`config.mk`:
```
export PLATFORM = sky130hd
export DESIGN_NAME = bp_me_io_scratch_responder
export DESIGN_NICKNAME = d
export VERILOG_FILES = /design/src/rtl/bp_me_io_scratch_responder_pkg.sv /design/src/rtl/bp_me_io_scratch_decode.sv /design/src/rtl/bp_me_io_scratch_responder.sv
export SDC_FILE = /design/constraint.sdc
export NUM_CORES = 2
export LEC_CHECK = 0
export CELL_PAD_IN_SITES_DETAIL_PLACEMENT = 1
export CELL_PAD_IN_SITES_GLOBAL_PLACEMENT = 2
export CORE_ASPECT_RATIO = 1.25
export CORE_MARGIN = 2
export CORE_UTILIZATION = 34
export CTS_CLUSTER_SIZE = 14
export DETAILED_ROUTE_END_ITERATION = 10
export GPL_ROUTABILITY_DRIVEN = 0
export PLACE_DENSITY = 0.77
export SLEW_MARGIN = 15
export SYNTH_ARGS = -nofsm -noshare
export SYNTH_HDL_FRONTEND = slang
export SYNTH_SLANG_ARGS = --single-unit
```
`constraint.sdc`:
```
create_clock -name clk_i -period 4 [get_ports clk_i]
set_clock_uncertainty 0.15 [all_clocks]
set_input_delay 0.8 -clock clk_i [delete_from_list [all_inputs] [get_ports clk_i]]
set_output_delay 0.8 -clock clk_i [all_outputs]
set_load 0.01 [all_outputs]
```
`src/rtl/bp_me_io_scratch_responder_pkg.sv`:
```
// BedRock CCE mem-msg types and widths shared by the I/O scratchpad responder and its decoder.
package bp_me_io_scratch_responder_pkg;

  localparam int unsigned paddr_width_gp     = 40;
  localparam int unsigned cce_block_width_gp = 128;
  localparam int unsigned payload_width_gp   = 16;
  localparam int unsigned word_width_gp      = 64;

  typedef enum logic [3:0] {
    e_bedrock_mem_rd    = 4'd0,
    e_bedrock_mem_wr    = 4'd1,
    e_bedrock_mem_uc_rd = 4'd2,
    e_bedrock_mem_uc_wr = 4'd3,
    e_bedrock_mem_pre   = 4'd4,
    e_bedrock_mem_amo   = 4'd5
  } bp_bedrock_mem_type_e;

  typedef enum logic [2:0] {
    e_bedrock_msg_size_1  = 3'd0,
    e_bedrock_msg_size_2  = 3'd1,
    e_bedrock_msg_size_4  = 3'd2,
    e_bedrock_msg_size_8  = 3'd3,
    e_bedrock_msg_size_16 = 3'd4,
    e_bedrock_msg_size_32 = 3'd5,
    e_bedrock_msg_size_64 = 3'd6
  } bp_bedrock_msg_size_e;

  typedef struct packed {
    logic [payload_width_gp-1:0] payload;
    bp_bedrock_msg_size_e        size;
    logic [paddr_width_gp-1:0]   addr;
    bp_bedrock_mem_type_e        msg_type;
  } bp_bedrock_cce_mem_header_s;

  typedef struct packed {
    logic [cce_block_width_gp-1:0] data;
    bp_bedrock_cce_mem_header_s    header;
  } bp_bedrock_cce_mem_msg_s;

  localparam int unsigned cce_mem_msg_width_gp = $bits(bp_bedrock_cce_mem_msg_s);

  // Replicate the low 2^size bytes of word across the whole data block
  function automatic logic [cce_block_width_gp-1:0] replicate_bytes
    (input logic [word_width_gp-1:0] word
    ,input bp_bedrock_msg_size_e     size
    );
    logic [cce_block_width_gp-1:0] r;
    case (size)
      e_bedrock_msg_size_1: r = {(cce_block_width_gp/8){word[7:0]}};
      e_bedrock_msg_size_2: r = {(cce_block_width_gp/16){word[15:0]}};
      e_bedrock_msg_size_4: r = {(cce_block_width_gp/32){word[31:0]}};
      default:              r = {(cce_block_width_gp/64){word}};
    endcase
    return r;
  endfunction

endpackage

```
`src/rtl/bp_me_io_scratch_decode.sv`:
```
// Combinational address/type decode of a BedRock command header into word index, byte lanes and a good flag.
module bp_me_io_scratch_decode
  import bp_me_io_scratch_responder_pkg::*;
  #(parameter logic [paddr_width_gp-1:0] base_addr_p = 40'h10_0000
   ,parameter int unsigned els_p = 16
   ,localparam int unsigned lg_els_lp = $clog2(els_p)
   )
  (input  bp_bedrock_cce_mem_header_s header_i
  ,output logic [lg_els_lp-1:0]       word_idx_c
  ,output logic [7:0]                 byte_mask_c
  ,output logic                       good_c
  );

  localparam logic [paddr_width_gp-1:0] span_lp = paddr_width_gp'(8 * els_p);

  logic [paddr_width_gp-1:0] off;
  logic [7:0] size_mask;
  logic [2:0] align_mask;
  logic type_ok, range_ok, size_ok, align_ok;
  logic unused_payload;

  assign unused_payload = ^header_i.payload;

  always_comb begin
    size_mask  = 8'h00;
    align_mask = 3'b000;
    size_ok    = 1'b1;
    case (header_i.size)
      e_bedrock_msg_size_1: begin size_mask = 8'h01; align_mask = 3'b000; end
      e_bedrock_msg_size_2: begin size_mask = 8'h03; align_mask = 3'b001; end
      e_bedrock_msg_size_4: begin size_mask = 8'h0F; align_mask = 3'b011; end
      e_bedrock_msg_size_8: begin size_mask = 8'hFF; align_mask = 3'b111; end
      default:              size_ok = 1'b0;
    endcase

    off      = header_i.addr - base_addr_p;
    type_ok  = (header_i.msg_type == e_bedrock_mem_uc_rd)
            || (header_i.msg_type == e_bedrock_mem_uc_wr)
            || (header_i.msg_type == e_bedrock_mem_wr);
    // addr >= base rules out wrap of off, so the span compare alone bounds the top
    range_ok = (header_i.addr >= base_addr_p) && (off < span_lp);
    align_ok = (header_i.addr[2:0] & align_mask) == 3'b000;
    good_c   = type_ok & range_ok & size_ok & align_ok;

    word_idx_c  = off[3 +: lg_els_lp];
    byte_mask_c = good_c ? (size_mask << header_i.addr[2:0]) : 8'h00;
  end

endmodule

```
`src/rtl/bp_me_io_scratch_responder.sv`:
```
// BedRock uncached I/O responder: serves rd/wr commands from a flop scratchpad, one response per command.
module bp_me_io_scratch_responder
  import bp_me_io_scratch_responder_pkg::*;
  #(parameter logic [paddr_width_gp-1:0] base_addr_p = 40'h10_0000
   ,parameter int unsigned els_p = 16
   ,parameter int unsigned latency_p = 1
   ,parameter int unsigned err_cnt_width_p = 16
   ,localparam int unsigned lg_els_lp = $clog2(els_p)
   )
  (input  logic                         clk_i
  ,input  logic                         reset_n_i
  ,input  bp_bedrock_cce_mem_msg_s      mem_cmd_i
  ,input  logic                         mem_cmd_v_i
  ,output logic                         mem_cmd_ready_o
  ,output bp_bedrock_cce_mem_msg_s      mem_resp_o
  ,output logic                         mem_resp_v_o
  ,input  logic                         mem_resp_yumi_i
  ,output logic                         err_o
  ,output logic [err_cnt_width_p-1:0]   err_cnt_o
  );

  typedef enum logic [1:0] {e_idle, e_wait, e_resp} state_e;

  state_e                      state_r;
  bp_bedrock_cce_mem_msg_s     cmd_r;
  bp_bedrock_cce_mem_msg_s     access_cmd;
  logic [3:0]                  wait_cnt_r;
  logic [word_width_gp-1:0]    mem_r [els_p];

  logic [lg_els_lp-1:0]        word_idx;
  logic [7:0]                  byte_mask;
  logic                        good;
  logic                        cmd_accept, is_write, enter_resp, do_write;
  logic [5:0]                  shamt;
  logic [word_width_gp-1:0]    bit_mask, wr_word, rd_word;
  logic [cce_block_width_gp-1:0] resp_data;
  logic                        unused_data_hi;

  // With zero latency the access happens on the accept edge, before cmd_r holds the command
  assign access_cmd     = (state_r == e_idle) ? mem_cmd_i : cmd_r;
  assign unused_data_hi = ^access_cmd.data[cce_block_width_gp-1:word_width_gp];

  bp_me_io_scratch_decode
   #(.base_addr_p(base_addr_p)
    ,.els_p(els_p)
    )
   decode
    (.header_i(access_cmd.header)
    ,.word_idx_c(word_idx)
    ,.byte_mask_c(byte_mask)
    ,.good_c(good)
    );

  always_comb begin
    cmd_accept = mem_cmd_v_i & mem_cmd_ready_o;
    enter_resp = ((state_r == e_wait) && (wait_cnt_r == 4'd0))
              || ((state_r == e_idle) && cmd_accept && (latency_p == 0));
    is_write   = (access_cmd.header.msg_type == e_bedrock_mem_uc_wr)
              || (access_cmd.header.msg_type == e_bedrock_mem_wr);
    do_write   = enter_resp & good & is_write;
    shamt      = {access_cmd.header.addr[2:0], 3'b000};

    bit_mask = '0;
    for (int b = 0; b < 8; b++) bit_mask[8*b +: 8] = {8{byte_mask[b]}};

    wr_word   = (mem_r[word_idx] & ~bit_mask)
              | ((access_cmd.data[word_width_gp-1:0] << shamt) & bit_mask);
    rd_word   = do_write ? wr_word : mem_r[word_idx];
    resp_data = (good && !is_write)
              ? replicate_bytes(rd_word >> shamt, access_cmd.header.size)
              : '0;
  end

  // Control FSM with registered handshake, response and error outputs
  always_ff @(posedge clk_i or negedge reset_n_i) begin
    if (!reset_n_i) begin
      state_r         <= e_idle;
      cmd_r           <= '0;
      wait_cnt_r      <= 4'd0;
      mem_cmd_ready_o <= 1'b0;
      mem_resp_v_o    <= 1'b0;
      mem_resp_o      <= '0;
      err_o           <= 1'b0;
      err_cnt_o       <= '0;
    end else begin
      case (state_r)
        e_idle: begin
          mem_cmd_ready_o <= 1'b1;
          if (cmd_accept) begin
            cmd_r           <= mem_cmd_i;
            mem_cmd_ready_o <= 1'b0;
            if (latency_p == 0) begin
              state_r <= e_resp;
            end else begin
              state_r    <= e_wait;
              wait_cnt_r <= 4'(latency_p - 1);
            end
          end
        end
        e_wait: begin
          if (wait_cnt_r != 4'd0) wait_cnt_r <= wait_cnt_r - 4'd1;
          else                    state_r    <= e_resp;
        end
        e_resp: begin
          if (mem_resp_yumi_i) begin
            state_r         <= e_idle;
            mem_resp_v_o    <= 1'b0;
            mem_cmd_ready_o <= 1'b1;
          end
        end
        default: state_r <= e_idle;
      endcase

      if (enter_resp) begin
        mem_resp_v_o <= 1'b1;
        mem_resp_o   <= '{data: resp_data, header: access_cmd.header};
        if (!good) begin
          err_o <= 1'b1;
          if (err_cnt_o != '1) err_cnt_o <= err_cnt_o + err_cnt_width_p'(1);
        end
      end
    end
  end

  // Scratchpad storage; writes commit on the edge that enters RESP
  always_ff @(posedge clk_i or negedge reset_n_i) begin
    if (!reset_n_i) begin
      for (int i = 0; i < int'(els_p); i++) mem_r[i] <= '0;
    end else if (do_write) begin
      mem_r[word_idx] <= wr_word;
    end
  end

endmodule

```
; Word level (Yosys, flattened, before mapping)
; Cells that the tools add are included.
; Widths: inputs -> output; s select.
[word_totals]
regBits = 1367
input_bits = 195
[classes]
add_sub_neg = 3
order_cmp = 4
eq_ne = 13
shifts = 3
mux = 27
bitwise = 13
n_reduce_logical = 25
[op_table]
columns = cell, n
row1 = $bwmux 1024, 1
row2 = $pmux 128 s3, 1
row3 = $bmux 64 s4, 1
row4 = $demux 64 s4, 1
row5 = $mux 64, 4
row6 = $and 64x64->64, 2
row7 = $mux 128, 1
row8 = $mux 127, 1
row9 = $not 64->64, 1
row10 = $or 64x64->64, 1
row11 = $shl 64x6->64, 1
row12 = $shr 64x6->64, 1
row13 = $ge 40x21->1 const B, 1
row14 = $lt 40x8->1 const B, 1
row15 = $sub 40x21->40 const B, 1
row16 = $pmux 8 s4, 1
row17 = $add 16x1->16 const B, 1
row18 = $ne 16x16->1 const B, 1
row19 = $pmux 3 s3, 1
row20 = $reduce_and 3->1, 3
row21 = $eq 4x2->1 const B, 2
row22 = $mux 4, 2
row23 = $mux 8, 1
row24 = $pmux 4 s2, 1
row25 = other kinds (29), 56

; Logic depth before layout (Yosys ltp)
[depth]
word_depth = 16
depth_mapped = 20

; Cells and area by module
; From an unflattened synthesis, not the netlist that was laid out.
[unflattened]
cells_unflattened = 6384
hier_area_um2 = 63457.1
[by_module_without_submodules]
columns = mod, instances, cells_each, area_per_inst_um2, seq_area_each_um2
row1 = bp_me_io_scratch_responder, 1, 6313, 62994.2, 32606.3
row2 = bp_me_io_scratch_decode, 1, 71, 462.9, 0.0

; Least setup slack after synthesis
; No wires, ideal clock.
[synth_timing]
path_kind = input port to flip-flop
startpoint = input port mem_cmd_i[4] (netlist name)
endpoint = register mem_resp_o[135] (netlist name)
arrival_time_ps = 4244
required_time_ps = 3774
path_slack_ps = -470
stages = 15
n_path_buf = 2
path_cell_list = clkbuf_1 > nor4_1 > a21oi_1 > a22oi_1 > nand4_1 > or4_4 > a221oi_4 > buf_4 > mux2_2 > nor3_1 > mux2i_1 > o22ai_2 > nor2_1 > or3_1 > o21ai_1
[synth_via]
elab_chain_cells = 15
[synth_lines]
columns = item, line
row1 = from (decl), bp_me_io_scratch_responder.sv:12  ; ,input bp_bedrock_cce_mem_msg_s mem_cmd_i
row2 = $mux 127 *, bp_me_io_scratch_responder.sv:40  ; assign access_cmd = (state_r == e_idle) ? mem_cmd_i : cmd_r;
row3 = $sub 40x21->40, bp_me_io_scratch_decode.sv:36  ; off = header_i.addr - base_addr_p;
row4 = $lt 40x8->1, bp_me_io_scratch_decode.sv:41  ; range_ok = (header_i.addr >= base_addr_p) && (off < span_lp);
row5 = $logic_and 1x1->1, bp_me_io_scratch_decode.sv:41
row6 = $and 1x1->1 (3 in a row), bp_me_io_scratch_decode.sv:43  ; good_c = type_ok & range_ok & size_ok & align_ok;
row7 = $mux 8, bp_me_io_scratch_decode.sv:46  ; byte_mask_c = good_c ? (size_mask << header_i.addr[2:0]) : 8'h00;
row8 = $not 64->64, bp_me_io_scratch_responder.sv:66  ; wr_word = (mem_r[word_idx] & ~bit_mask)
row9 = $and 64x64->64, bp_me_io_scratch_responder.sv:66
row10 = $or 64x64->64, bp_me_io_scratch_responder.sv:67  ; | ((access_cmd.data[word_width_gp-1:0] << shamt) & bit_mask);
row11 = $mux 64, bp_me_io_scratch_responder.sv:68  ; rd_word = do_write ? wr_word : mem_r[word_idx];
row12 = $shr 64x6->64, bp_me_io_scratch_responder.sv:70  ; ? replicate_bytes(rd_word >> shamt, access_cmd.header.size)
row13 = $pmux 128 s3, bp_me_io_scratch_responder_pkg.sv:48  ; case (size)
row14 = $mux 128 *, bp_me_io_scratch_responder.sv:70
row15 = to (signal assigned), bp_me_io_scratch_responder.sv:116  ; mem_resp_o <= '{data: resp_data, header: access_cmd.header};
row16 = to (decl), bp_me_io_scratch_responder.sv:15  ; ,output bp_bedrock_cce_mem_msg_s mem_resp_o
; Every way passes the cells marked *; elsewhere a longest branch is shown, timed or not. The select of a mux whose other input is x is not followed.
; A chain may end at the register's enable or synchronous reset.

; Final worst setup path
[layout_timing]
startpoint = register state_r[1]
endpoint = register mem_resp_o[157] (netlist name)
[layout_via]
elab_chain_cells = 16
[layout_lines]
columns = item, line
row1 = from (decl), bp_me_io_scratch_responder.sv:24  ; state_e state_r;
row2 = from (signal assigned), bp_me_io_scratch_responder.sv:77  ; state_r <= e_idle;
row3 = from (signal assigned), bp_me_io_scratch_responder.sv:93  ; state_r <= e_resp;
row4 = from (signal assigned), bp_me_io_scratch_responder.sv:95  ; state_r <= e_wait;
row5 = $logic_not 2->1, bp_me_io_scratch_responder.sv:40
row6 = $mux 127, bp_me_io_scratch_responder.sv:40
row7 = "$sub 40x21->40, or another cell as far along", bp_me_io_scratch_decode.sv:36
row8 = $lt 40x8->1 / $logic_or 1x1->1 (equally long branches), "bp_me_io_scratch_decode.sv:41, bp_me_io_scratch_decode.sv:38"
row9 = $logic_and 1x1->1 / $logic_or 1x1->1 (equally long branches), "bp_me_io_scratch_decode.sv:41, bp_me_io_scratch_decode.sv:39"
row10 = $and 1x1->1 (3 in a row), bp_me_io_scratch_decode.sv:43
row11 = $mux 8, bp_me_io_scratch_decode.sv:46
row12 = $not 64->64, bp_me_io_scratch_responder.sv:66
row13 = $and 64x64->64, bp_me_io_scratch_responder.sv:66
row14 = $or 64x64->64, bp_me_io_scratch_responder.sv:67
row15 = $mux 64, bp_me_io_scratch_responder.sv:68
row16 = $shr 64x6->64, bp_me_io_scratch_responder.sv:70
row17 = $pmux 128 s3, bp_me_io_scratch_responder_pkg.sv:48
row18 = $mux 128, bp_me_io_scratch_responder.sv:70
; Parallel ways exist; a longest one is shown, timed or not. The select of a mux whose other input is x is not followed.

==> results.md <==
- Status: finished with violations
- Failing checks: negative setup slack
- Antenna Nets Post-Route: 0
- Syn nets: 6967
- DIE HEIGHT: 486.0 um
- Crit share post-route: 119.7%
- R2R Path End: mem_resp_o[157]$_DFFE_PN0P_
- Avg Cell Area, Syn: 9.334 um2
- Max Fclk: 208.8 MHz
- Total core area: 184300 um2
- Cell Int Power: 38560 uW
- Crit. End Element: register
- Number of I/O port buffers: 340
- CP max FO: 7
- CTS Sinks: 1303
- Final net count: 7888
- FFs w/ async S/R, synth: 100.0%
- Bufs on Longest Clock Path: 3
- Clock Latency Late Sink: 0.85 ns
- Hold EP: mem_resp_o[30]$_DFFE_PN0P_
- Synth Register Bits: 1303
- Sw Share: 45.31%
- R2R Setup Slk: -0.79 ns
- H-Tree Level Count: 4
- P per Cell Area: 832.8 nW/um2
- Final Non-Filler Cells: 10200
- Routed wire per std cell: 27.48 um
- Fin worst setup slack: -0.7884 ns
- Area grow syn2layout: 34.00%
- Slowest CP cell: o211ai_1
- CTS root buf: clkbuf_16
- Slew Limit Headroom: 26.41%
- GRT Resource Usage Total: 29.25%
- Slowest stage delay, CP: 0.66 ns
- Fillcell total: 20470
- Seq/Total Area, Yosys: 51.61%
- WP data required: 4.63 ns
- Num ports: 405
- Number of remaining DRC errors: 0
- CTS tree: yes
- DRT iter0 DRCs: 4199
- Clock transition at path regs: 0.07 ns
- Ys flop type: dfrtp_1
- Critical path type: register to register
- Global-route wire length before repair: 413.8 mm
- Drt total wl: 280.4 mm
- Startpoint Class: register
- VDD IR max: 0.6077 mV
- Synth Instances: 6769
- Critical R2R Launch: state_r[1]$_DFFE_PN0P_
- Routed via count: 57830
- Antenna violations before repair: 19
- Row Count: 176
- Max Transition Viols Final: 0
- Hold wc startpoint: mem_resp_o[30]$_DFFE_PN0P_
- Total power draw: 70510 uW
- Crit path cell chain: nor2_4 -> buf_12 -> buf_12 -> mux2_4 -> a32oi_2 -> nand3_2 -> buf_6 -> nor3_4 -> o221ai_4 -> or2_4 -> buf_6 -> o211ai_1 -> o221ai_1 -> nor3_2 -> buf_4 -> o221ai_2 -> a21boi_2 -> a22o_1
- CTS Buf Count: 140
- Detailed placer's ending HPWL: 189.5 mm
- Arr. time, crit path: 5.42 ns
- Largest net degree at the start of global routing: 114
- Hold depth: 2
- Total grt overflow: 0
- Die W: 389.6 um
- Hold Fails Final Rpt: 0
- Logic pwr share: 59.3%
- RSZ-0062 raised after global routing: yes
- Depth of the most critical reg-to-reg path: 18
- Setup Viol. Count Final: 1096
- Placed cell count: 9814
- Vias in the first global route: 61040
- Drt first pass iters: 5
- Seq pwr share: 21.3%
- Net switching power: 31950 uW
- Clock network fraction of total power: 19.3%
- Initial Util: 34.28%
- Number of max-cap violations: 0
- Die area: 189300 um2
- Share of layout cells above drive strength 1: 24.71%
- Post-synth EDFFs: 0
- Hold crit path type: register to register
- Number of synthesis warnings: 0
- Library cells used by synthesis: 87
- Worst Max-Slew Pin Slew: 1.104 ns
- Fin crit period: 4.788 ns
- Pleak: 0.03651 uW
- Vias per cell: 5.667
- Post-synth design cell area: 63180 um2
power groups by stage:
| stage | clock (uW) | sequential (uW) | combinational (uW) |
|---|---|---|---|
| global placement | 0 | 15200 | 36300 |
| global route | 14400 | 15200 | 43200 |
| floorplan | 0 | 15200 | 15600 |
| detailed placement | 0 | 15300 | 36700 |
| CTS | 13900 | 15000 | 38900 |
| finish | 13600 | 15100 | 41800 |
layer usage:
metal / share of wire (%) / GRT usage, % / wire, um / up-vias
li1: - / - / - / 25400
met2: 48 / 49.45 / 136000 / 2047
met4: 6.5 / 17.21 / 18360 / 12
met5: 0.034 / 0 / 94 / -
met3: 6.0 / 4.907 / 16940 / 736
met1: 39 / 34.99 / 109100 / 29630
how the worst max path moves through the flow:
stage | start | to | slack (ns)
global placement | mem_cmd_i[20] | mem_resp_o[141]$_DFFE_PN0P_ | -1.70
global route | state_r[1]$_DFFE_PN0P_ | mem_resp_o[170]$_DFFE_PN0P_ | -0.80
CTS | state_r[0]$_DFFE_PN0P_ | mem_resp_o[157]$_DFFE_PN0P_ | -0.59
floorplan | mem_cmd_i[17] | mem_resp_o[167]$_DFFE_PN0P_ | -0.28
finish | state_r[1]$_DFFE_PN0P_ | mem_resp_o[157]$_DFFE_PN0P_ | -0.79
detailed placement | mem_cmd_i[20] | mem_resp_o[141]$_DFFE_PN0P_ | -1.75
cells in the mapped netlist (66+ instances only):
cell type	n	share of area, %
nand2_1	1780	11
dfrtp_1	1303	52
buf_4	84	1.0
mux2_2	187	3.3
buf_2	66	0.52
nand3_1	188	1.5
mux4_2	133	4.7
clkbuf_1	451	2.7
a21oi_1	171	1.4
o21ai_0	1184	9.4
a31oi_1	99	0.98
nor2_1	230	1.4
mux2i_1	176	2.8
worst max-delay path, delay by kind of cell, from the launching register on:
| kind | cells | cell delay [ns] |
|---|---|---|
| AND/OR/NAND/NOR | 5 | 1.22 |
| AO/OA/AOI/OAI | 7 | 1.78 |
| buffers and inverters | 5 | 0.76 |
| multiplexers | 1 | 0.33 |
| flip-flops | 1 | 0.46 |
state kept, by name, summed over array words and instances, names as in the netlist, 2 cells and up:
signal      cells
mem_r        1024
cmd_r         127
mem_resp_o    127
err_cnt_o      16
wait_cnt_r      4
state_r         2
cells in the final DEF, fill, tap and decap left out, types with 68 or more instances in the layout:
cell and instances:
nand2_1 1751, dfrtp_1 1300, o21ai_0 1098, buf_4 813
clkdlybuf4s50_1 338, nor2_1 206, nand3_1 185, buf_12 168
mux2_2 167, mux2i_1 148, clkbuf_16 143, a21oi_1 135
mux4_2 133, o21ai_1 91, a31oi_1 90, buf_6 68
through the flow:
| stage | utilization (%) | hold slack (ns) | TNS [ns] | setup slack, ns | area [um2] |
|---|---|---|---|---|---|
| 4_1_cts | 45.31 | 0.3274 | -206.67 | -0.5859 | 83520 |
| 2_1_floorplan | - | 0.2918 | -4.058 | -0.2762 | 63480 |
| 3_5_place_dp | 41.40 | 0.3126 | -989.18 | -1.748 | 76310 |
| 3_3_place_gp | 41.40 | 0.3039 | -915.59 | -1.703 | 76310 |
| 5_1_grt | 45.93 | 0.3467 | -363.38 | -0.8032 | 84660 |
| 6_report | 45.94 | 0.3255 | -271.54 | -0.7884 | 84670 |
cells by family (layout without fill, tap and decap cells):
kind of cell / Yosys count / in the layout / share of synthesized area (%)
AND/OR/NAND/NOR: 2425 / 2425 / 15.73
AO/OA/AOI/OAI: 1866 / 1866 / 16.88
flip-flops: 1303 / 1303 / 51.61
buffers and inverters: 661 / 1686 / 4.652
multiplexers: 496 / 496 / 10.86
XOR/XNOR: 15 / 15 / 0.2079
adder cells (fa/ha/maj): 3 / 3 / 0.05942
other: 0 / 7 / 0
area by class of cell:
class	instances	area, um2	share of cell area [%]
multi-input combinational	4805	29580	34.93
clock inverter	46	695.7	0.8217
antenna	7	17.52	0.02069
tap	2403	3007	3.551
inverter	13	48.80	0.05763
timing repair buffer	1427	14660	17.31
sequential	1303	32610	38.52
clock buffer	200	4051	4.785
what timing repair did:
item / 4_1_cts / 5_1_grt
hold buffers: 1 / 0
cloned: 27 / 2
endpoints found under the setup margin: 1102 / 1102
pin swaps: 73 / 64
hold endpoints to repair: 82 / 0
buffers inserted: 72 / 43
gates resized for setup: 280 / 212
Power figures use the tool's default switching activity.
